**src/rtl/hidden_arb_pkg.sv**
```systemverilog
// Shared types and default widths for the hidden-layer AER spike arbiter.
package hidden_arb_pkg;

  typedef enum logic [1:0] {
    IDLE  = 2'd0,
    GRANT = 2'd1,
    ACK   = 2'd2
  } arb_state_t;

  localparam int HA_ADDR_W = 4;
  localparam int HA_CNT_W  = 16;

endpackage

```
**src/rtl/rr_priority_pick.sv**
```systemverilog
// Combinational round-robin picker: first set request at or after rr_ptr, wrapping mod N_NEURON.
module rr_priority_pick
  import hidden_arb_pkg::*;
#(
  parameter int N_NEURON = 16,
  parameter int ADDR_W   = HA_ADDR_W
) (
  input  logic [N_NEURON-1:0] req,
  input  logic [ADDR_W-1:0]   rr_ptr,
  output logic                found,
  output logic [ADDR_W-1:0]   winner
);

  logic [N_NEURON-1:0] req_rot;
  logic [ADDR_W-1:0]   offset;
  logic [ADDR_W:0]     sum;

  // NOTE: every variable written here gets a value before any branch, so no latch is inferred.
  always_comb begin
    req_rot = N_NEURON'({req, req} >> rr_ptr);
    offset  = '0;
    // Scanning from the top down leaves the lowest set bit in offset.
    for (int i = N_NEURON - 1; i >= 0; i--) begin
      if (req_rot[i]) offset = ADDR_W'(i);
    end
    found = |req_rot;
    sum   = {1'b0, offset} + {1'b0, rr_ptr};
    if (sum >= (ADDR_W + 1)'(N_NEURON)) sum = sum - (ADDR_W + 1)'(N_NEURON);
    winner = ADDR_W'(sum);
  end

endmodule

```
**src/rtl/hidden_spike_arbiter.sv**
```systemverilog
// Round-robin AER arbiter for the hidden-neuron array plus the shared refractory timestep tick.
// Optional accepted-event counter enabled by defining HIDDEN_ARB_EVENT_CNT_EN.
module hidden_spike_arbiter
  import hidden_arb_pkg::*;
#(
  parameter int N_NEURON    = 16,
  parameter int ADDR_W      = HA_ADDR_W,
  parameter int STEP_CYCLES = 1000
) (
  input  logic                clk,
  input  logic                resetn,
  input  logic [N_NEURON-1:0] spike_req,
  output logic [N_NEURON-1:0] ack_out,
  output logic                aer_valid,
  output logic [ADDR_W-1:0]   aer_addr,
  input  logic                aer_ready,
  input  logic                run_en,
  output logic                timer_en,
  output logic                busy,
  output logic [HA_CNT_W-1:0] event_count
);

  localparam int STEP_W = (STEP_CYCLES > 1) ? $clog2(STEP_CYCLES) : 1;

  arb_state_t          state_q, state_d;
  logic [ADDR_W-1:0]   rr_ptr_q, rr_ptr_d;
  logic [ADDR_W-1:0]   addr_q, addr_d;
  logic                valid_q, valid_d;
  logic [N_NEURON-1:0] ack_q, ack_d;
  logic [STEP_W-1:0]   step_q, step_d;
  logic                tick_q, tick_d;
  logic                found;
  logic [ADDR_W-1:0]   winner;
  logic                xfer;

  rr_priority_pick #(.N_NEURON(N_NEURON), .ADDR_W(ADDR_W)) u_pick (
    .req    (spike_req),
    .rr_ptr (rr_ptr_q),
    .found  (found),
    .winner (winner)
  );

  // valid_q is only ever high in GRANT, so this is the accepted-transfer strobe.
  assign xfer = (state_q == GRANT) && aer_ready;

  always_comb begin
    state_d  = state_q;
    rr_ptr_d = rr_ptr_q;
    addr_d   = addr_q;
    valid_d  = valid_q;
    ack_d    = '0;
    unique case (state_q)
      IDLE: begin
        if (found) begin
          addr_d  = winner;
          valid_d = 1'b1;
          state_d = GRANT;
        end
      end
      GRANT: begin
        if (aer_ready) begin
          valid_d  = 1'b0;
          ack_d    = N_NEURON'(1) << addr_q;
          rr_ptr_d = (addr_q == ADDR_W'(N_NEURON - 1)) ? '0 : addr_q + 1'b1;
          state_d  = ACK;
        end
      end
      ACK:     state_d = IDLE;
      default: state_d = IDLE;
    endcase
  end

  always_comb begin
    step_d = step_q;
    tick_d = 1'b0;
    if (run_en) begin
      if (step_q == STEP_W'(STEP_CYCLES - 1)) begin
        step_d = '0;
        tick_d = 1'b1;
      end else begin
        step_d = step_q + 1'b1;
      end
    end
  end

  // NOTE: state registers use non-blocking assignments so every flop samples pre-edge values.
  always_ff @(posedge clk or negedge resetn) begin
    if (!resetn) begin
      state_q  <= IDLE;
      rr_ptr_q <= '0;
      addr_q   <= '0;
      valid_q  <= 1'b0;
      ack_q    <= '0;
      step_q   <= '0;
      tick_q   <= 1'b0;
    end else begin
      state_q  <= state_d;
      rr_ptr_q <= rr_ptr_d;
      addr_q   <= addr_d;
      valid_q  <= valid_d;
      ack_q    <= ack_d;
      step_q   <= step_d;
      tick_q   <= tick_d;
    end
  end

`ifdef HIDDEN_ARB_EVENT_CNT_EN
  logic [HA_CNT_W-1:0] evt_q;

  always_ff @(posedge clk or negedge resetn) begin
    if (!resetn) begin
      evt_q <= '0;
    end else if (xfer && (evt_q != '1)) begin
      evt_q <= evt_q + 1'b1;
    end
  end

  assign event_count = evt_q;
`else
  logic unused_xfer;
  assign unused_xfer = xfer;
  assign event_count = '0;
`endif

  assign ack_out   = ack_q;
  assign aer_valid = valid_q;
  assign aer_addr  = addr_q;
  assign timer_en  = tick_q;
  assign busy      = (state_q != IDLE) || (|spike_req);

endmodule

```
**config.mk**
```make
export PLATFORM = sky130hd
export DESIGN_NAME = hidden_spike_arbiter
export DESIGN_NICKNAME = d
export VERILOG_FILES = /design/src/rtl/hidden_arb_pkg.sv /design/src/rtl/rr_priority_pick.sv /design/src/rtl/hidden_spike_arbiter.sv
export SDC_FILE = /design/constraint.sdc
export NUM_CORES = 1
export LEC_CHECK = 0
export CORE_UTILIZATION = 56
export DETAILED_ROUTE_END_ITERATION = 7
export DONT_BUFFER_PORTS = 1
export HOLD_SLACK_MARGIN = 0.06
export PLACE_DENSITY = 0.74
export SLEW_MARGIN = 5
export SYNTH_ARGS = -nofsm -noshare
export SYNTH_HDL_FRONTEND = slang
export SYNTH_SLANG_ARGS = --single-unit
```
**constraint.sdc**
```tcl
create_clock -name clk -period 3.3 [get_ports clk]
set_input_delay 0.66 -clock clk [delete_from_list [all_inputs] [get_ports clk]]
set_output_delay 0.66 -clock clk [all_outputs]
set_load 0.005 [all_outputs]
```
== Word level (Yosys, flattened, before mapping) ==
Index checks and enable logic that the tools add are counted.

* Equal/unequal tests: 5
* $add $sub $neg: 4
* Mux-type cells: 29
* Reduce and logical (&&, ||, !) cells: 10
* Magnitude comparators: 1
* Shift-type cells: 2

{| class="wikitable"
|+ Operator list
! kind !! count
|-
| 4-bit two-way mux || 18
|-
| 16-bit two-way mux || 2
|-
| 16-bit OR reduction || 2
|-
| 32-bit by 4-bit right shift with 16-bit output || 1
|-
| 1-bit by 4-bit left shift with 16-bit output, first input constant || 1
|-
| 10-bit by 1-bit adder with 10-bit output, second input constant || 1
|-
| 10-bit == test, second input constant || 1
|-
| 10-bit two-way mux || 1
|-
| 2-bit AND reduction || 3
|-
| 4-bit by 4-bit adder with 5-bit output || 1
|-
| 5-bit greater-or-equal comparator, second input constant || 1
|-
| 4-bit by 1-bit adder with 4-bit output, second input constant || 1
|-
| 4-bit == test, second input constant || 1
|-
| 1-bit two-way mux || 4
|-
| 2-bit two-way mux || 2
|-
| 2-bit != test, second input constant || 2
|-
| 2-bit case mux with 2 select lines || 1
|-
| 2-bit nonzero test || 2
|-
| 4-bit by 1-bit subtractor with 4-bit output, second input constant || 1
|-
| 3-bit AND reduction || 1
|-
| 2-bit by 1-bit == test with 1-bit output, second input constant || 1
|-
| 2-bit zero test || 1
|-
| 1-bit case mux with 2 select lines || 1
|-
| 1-bit logical OR || 1
|}

* Register bits: 38
* Output and inout bits: 39

== Depth between registers and ports, before layout ==
* Word-level depth: 20
* Mapped depth: 14

== Cells and area by module ==
A second synthesis with hierarchy kept.

* Cells, all modules: 295
* Area total of the unflattened synthesis: 2942.8 um^2

{| class="wikitable"
|+ Modules (own cells, without submodules)
! module !! cells each !! seq. area each (um^2) !! area each (um^2) !! instances
|-
| hidden_spike_arbiter || 167 || 950.9 || 1729.2 || 1
|-
| rr_priority_pick || 128 || 0.0 || 1213.7 || 1
|}

== Worst setup path before layout ==
No wires, ideal clock.

* Path type: reg2reg
* Start point: register rr_ptr_q[1]
* End point: register addr_q[3], in the netlist aer_addr[3]
* Arrival time: 3290 ps
* Stages on the path, launching flop included: 15
* Data required time: 3144 ps
* Buffers on the path: 2
* Setup slack: -146 ps
* Path through: dfrtp_1 clkbuf_1 buf_2 mux4_2 mux4_2 nor2_1 o21a_1 a31oi_1 a31oi_1 ha_1 a21o_1 a21oi_1 xor2_1 xnor2_1 a21oi_1

* Word-level cells in the longest chain between the ends: 20
* Elaborated cells on any way between the ends: 23
* Those cells by class: 2 x add/sub; 1 x order compare; 1 x shift; 17 x mux; 2 x reduce/logical

{| class="wikitable"
|+ RTL lines
! element !! line !! text
|-
| start, declared || hidden_spike_arbiter.sv:26 || <nowiki>logic [ADDR_W-1:0] rr_ptr_q, rr_ptr_d;</nowiki>
|-
| start signal, assigned || hidden_spike_arbiter.sv:98 || <nowiki>rr_ptr_q <= rr_ptr_d;</nowiki>
|-
| 32-bit by 4-bit right shift with 16-bit output || rr_priority_pick.sv:20 || <nowiki>req_rot = N_NEURON'({req, req} >> rr_ptr);</nowiki>
|-
| 4-bit two-way mux (16 in a row) || rr_priority_pick.sv:24 || <nowiki>if (req_rot[i]) offset = ADDR_W'(i);</nowiki>
|-
| 4-bit by 4-bit adder with 5-bit output || rr_priority_pick.sv:27 || <nowiki>sum = {1'b0, offset} + {1'b0, rr_ptr};</nowiki>
|-
| 4-bit by 1-bit subtractor with 4-bit output or 5-bit greater-or-equal comparator (tied branches) || rr_priority_pick.sv:28 || <nowiki>if (sum >= (ADDR_W + 1)'(N_NEURON)) sum = sum - (ADDR_W + 1)'(N_NEURON);</nowiki>
|-
| 4-bit two-way mux || rr_priority_pick.sv:28 ||
|-
| end signal, assigned || hidden_spike_arbiter.sv:99 || <nowiki>addr_q <= addr_d;</nowiki>
|-
| end, declared || hidden_spike_arbiter.sv:27 || <nowiki>logic [ADDR_W-1:0] addr_q, addr_d;</nowiki>
|}

Several ways; a longest one is shown, not always the timed one.
A chain may end at the register's enable or synchronous reset.

== Final worst setup path ==
* Start point: register rr_ptr_q[0]
* End point: register addr_q[1], in the netlist aer_addr[1]

* Word-level cells in the longest chain between the ends: 20
* Elaborated cells on any way between the ends: 23
* Those cells by class: 2 x add/sub; 1 x order compare; 1 x shift; 17 x mux; 2 x reduce/logical

{| class="wikitable"
|+ RTL lines
! element !! line !! text
|-
| 32-bit by 4-bit right shift with 16-bit output || rr_priority_pick.sv:20 ||
|-
| 4-bit two-way mux (16 in a row) || rr_priority_pick.sv:24 ||
|-
| 4-bit by 4-bit adder with 5-bit output * || rr_priority_pick.sv:27 ||
|-
| 4-bit by 1-bit subtractor with 4-bit output or 5-bit greater-or-equal comparator (tied branches) || rr_priority_pick.sv:28 ||
|-
| 4-bit two-way mux * || rr_priority_pick.sv:28 ||
|-
| via u_pick.sum[1] || rr_priority_pick.sv:16 || <nowiki>logic [ADDR_W:0] sum;</nowiki>
|}

Mark *: on every way through the listed nets, which the timed path passes. The rest lies on a longest branch.

==> impl_metrics.toml <==
[floorplanning]
dieArea_sq_mm = 0.00526
start_util = 0.586
fp.dieH_microns = 72.5
die_w_microns = 72.5
core_area_sq_mm = 0.00475
rows = 25
ioPinCount = 59

[power]
internal-power_w = 0.00175
combPwrFrac = 0.632
ir_drop_v = 0.000595
power.leakage_nw = 1.34
p_switching_w = 0.00115
pwr-share-clk = 0.133
p_sw_frac = 0.397
power_density_mw_per_mm2 = 954
seq_power_share = 0.234

[clocking]
clk_path_buf_depth = 2
cts_buffers = 5
clk_latency_ns = 0.29
cts_root_buffer = "clkbuf_8"
postCtsSetupBuffers = 0
cts.clk_slew.worst_paths_ns = 0.07
clock_sinks = 38
h-tree-depth = 2
cts_tree = "done"

[sta]
slew_viol_final = 0
slew_headroom = 0.311
worst_slack_ns = -0.103
clock_skew_ns = 0.00234
period_share = 1.03
rsz0062_at_grt = "yes"
max_freq_ghz = 0.294
worst_slew_pin_slew_ns = 1.03
finalHoldViolations = 0
setup_viol = 2
min_period_ns = 3.40

[place]
port_buffers = 0
post_dp_cell_area_sq_mm = 0.00288
place_ws_ns = -0.220
dpl.hpwl_microns = 4030
gp_congestion = 0.789

[setup_path]
worst_setup_path_end_kind = "register"
cp_max_fo = 8
worstPathRequired_ns = 3.44
critPathLaunchType = "register"
critical_path_class = "register to register"
arrival_ns = 3.54

[cells_and_area]
layout_commonest_cell = "dfrtp_1"
syn2layout_area_growth_pct = 9.21
diodes = 0
drive_gt1_frac = 0.270
fillers = 376
layout.nets = 289
final_cell_mix = "dfrtp_1 (37), mux4_2 (28), nor2_1 (18)"
final_area_sq_mm = 0.00304

[logic_synthesis]
synth_xor_xnor_area_share = 0.0314
synth_cells = 244
yosys.area.top_type = "dfrtp_1"
syn_avg_cell_area_sq_um = 11.4
synth_edf_count = 0
synthSimpleGateAreaFrac = 0.158
synth-seq-area-share = 0.341
synth_compound_area_frac = 0.0593
synthTopCellsByArea = "dfrtp_1 (34%), mux4_2 (18%), mux4_1 (5.7%), ha_1 (4.5%), buf_4 (4.3%)"
yosys_warnings = 0
ys_ff_latch = 38
synthMuxAreaShare = 0.280
async_flop_share = 1.00
synthesis.area_sq_mm = 0.00279
ys_types = 42
synth_ff_type = "dfrtp_1"
synth_top_family_by_area = "multiplexers"
synthAdderAreaFrac = 0.0521
synth_top_cell_area_share = 0.341

[grt]
antenna_found_initial = 0
grt.overflow.total = 0
grt_max_degree = 39
grt_usage = 0.227
grt_pass1_vias = 1875
grt_pass1_wl_microns = 8930

[drt]
firstDrtPassIters = 4
postRouteAntennaNets = 0
avgRoutedWirePerCell_microns = 16.9
route.met3.wl_microns = 330
wl_microns = 5520
top_layer_used = "met4"
vias = 1996
drc = 0
drt-initial-drc-count = 96
wl_met1_microns = 2430
vias_per_cell = 6.12
wl_met2_microns = 2670

[outcome]
status = "complete, but fails checks"
violations = "setup timing"

[worst_hold_path]
hold_class = "input pin to async pin"

[run]
maxCapViolCount = 0
==> metrics by stage <==
stage                      util  hold WS [ns]  power [W]  setup TNS [ns]  std cells
after floorplan               -         0.364    0.00196               0        259
after global placement    0.606         0.365    0.00235          -0.181        316
after detailed placement  0.606         0.365    0.00240          -0.452        316
after CTS                 0.637         0.204    0.00288          -0.238        326
after global routing      0.640         0.196    0.00311          -0.538        326
final                     0.640         0.197    0.00290          -0.177        326
==> kinds of logic after synthesis <==
family                   Yosys count
flip-flops                        38
AND/OR/NAND/NOR                   83
multiplexers                      40
XOR/XNOR                          10
other                              1
AO/OA/AOI/OAI                     27
adder cells (fa/ha/maj)           11
buffers and inverters             34
==> registers in the layout (all words and copies together) (netlist names) <==
register and count:
aer_valid 1, state_q 2, timer_en 1, ack_out 16, aer_addr 4, step_q 10, rr_ptr_q 4
==> worst max-delay path, cell delays in order (launching register included) <==
cell and delay (ns):
dfrtp_2 0.46, buf_12 0.16, mux4_2 0.55, mux4_2 0.52, nor2b_2 0.14, nor3_2 0.05
o311a_1 0.34, o31ai_2 0.23, ha_2 0.22, fa_1 0.43, nand2_1 0.09, o21ai_1 0.07
==> worst paths after layout <==
kind	slack (ns)	endpoint	cells after the start	from
min in group clk	0.46	state_q[0]	1	aer_ready
worst max register to register	-0.10	aer_addr[1]	11	rr_ptr_q[0]
worst min-delay path	0.20	step_q[8]	1	resetn
max in group asynchronous	2.90	rr_ptr_q[0]	1	resetn
worst max-delay path	-0.10	aer_addr[1]	11	rr_ptr_q[0]
worst min register to register	0.49	state_q[0]	1	state_q[1]
==> cells in the mapped netlist, types with 7 or more instances <==
library cell,count
nor2_1,20
clkbuf_1,7
dfrtp_1,38
o21ai_0,10
and3_1,10
mux4_2,22
nand4_1,7
ha_1,10
nand2_1,17
mux2i_1,7
and2_1,11
buf_4,16
==> area by class of cell <==
type	instances	area, sq um	area share
clock buffers	5	68.8	0.0226
clock inverters	3	40.0	0.0132
inverters	7	26.3	0.00864
multi-input cells	187	1680	0.553
flip-flops and latches	38	952	0.313
well taps	67	83.8	0.0276
repair buffers	19	188	0.0617
==> power groups by stage <==
stage               combinational (W)  clock, W  sequential [W]
global placement              0.00167         0        0.000676
floorplan                     0.00132         0        0.000637
global route                  0.00200  0.000419        0.000698
detailed placement            0.00172         0        0.000679
finish                        0.00184  0.000387        0.000681
CTS                           0.00181  0.000392        0.000681
==> what timing repair did <==
item | in CTS | in global routing
resized for setup | 9 | 4
hold endpoints to repair | 38 | 0
endpoints found under the setup margin | 3 | 3
pin swaps | 8 | 2
hold buffers | 1 | 0
cloned | 1 | 0
==> metal layers <==
layer,track usage,vias to the layer above
met3,0.0472,9
met4,0.0850,0
met5,0,-
met1,0.315,996
li1,-,906
met2,0.353,85
Note: power is estimated with default switching activity, not from simulation.
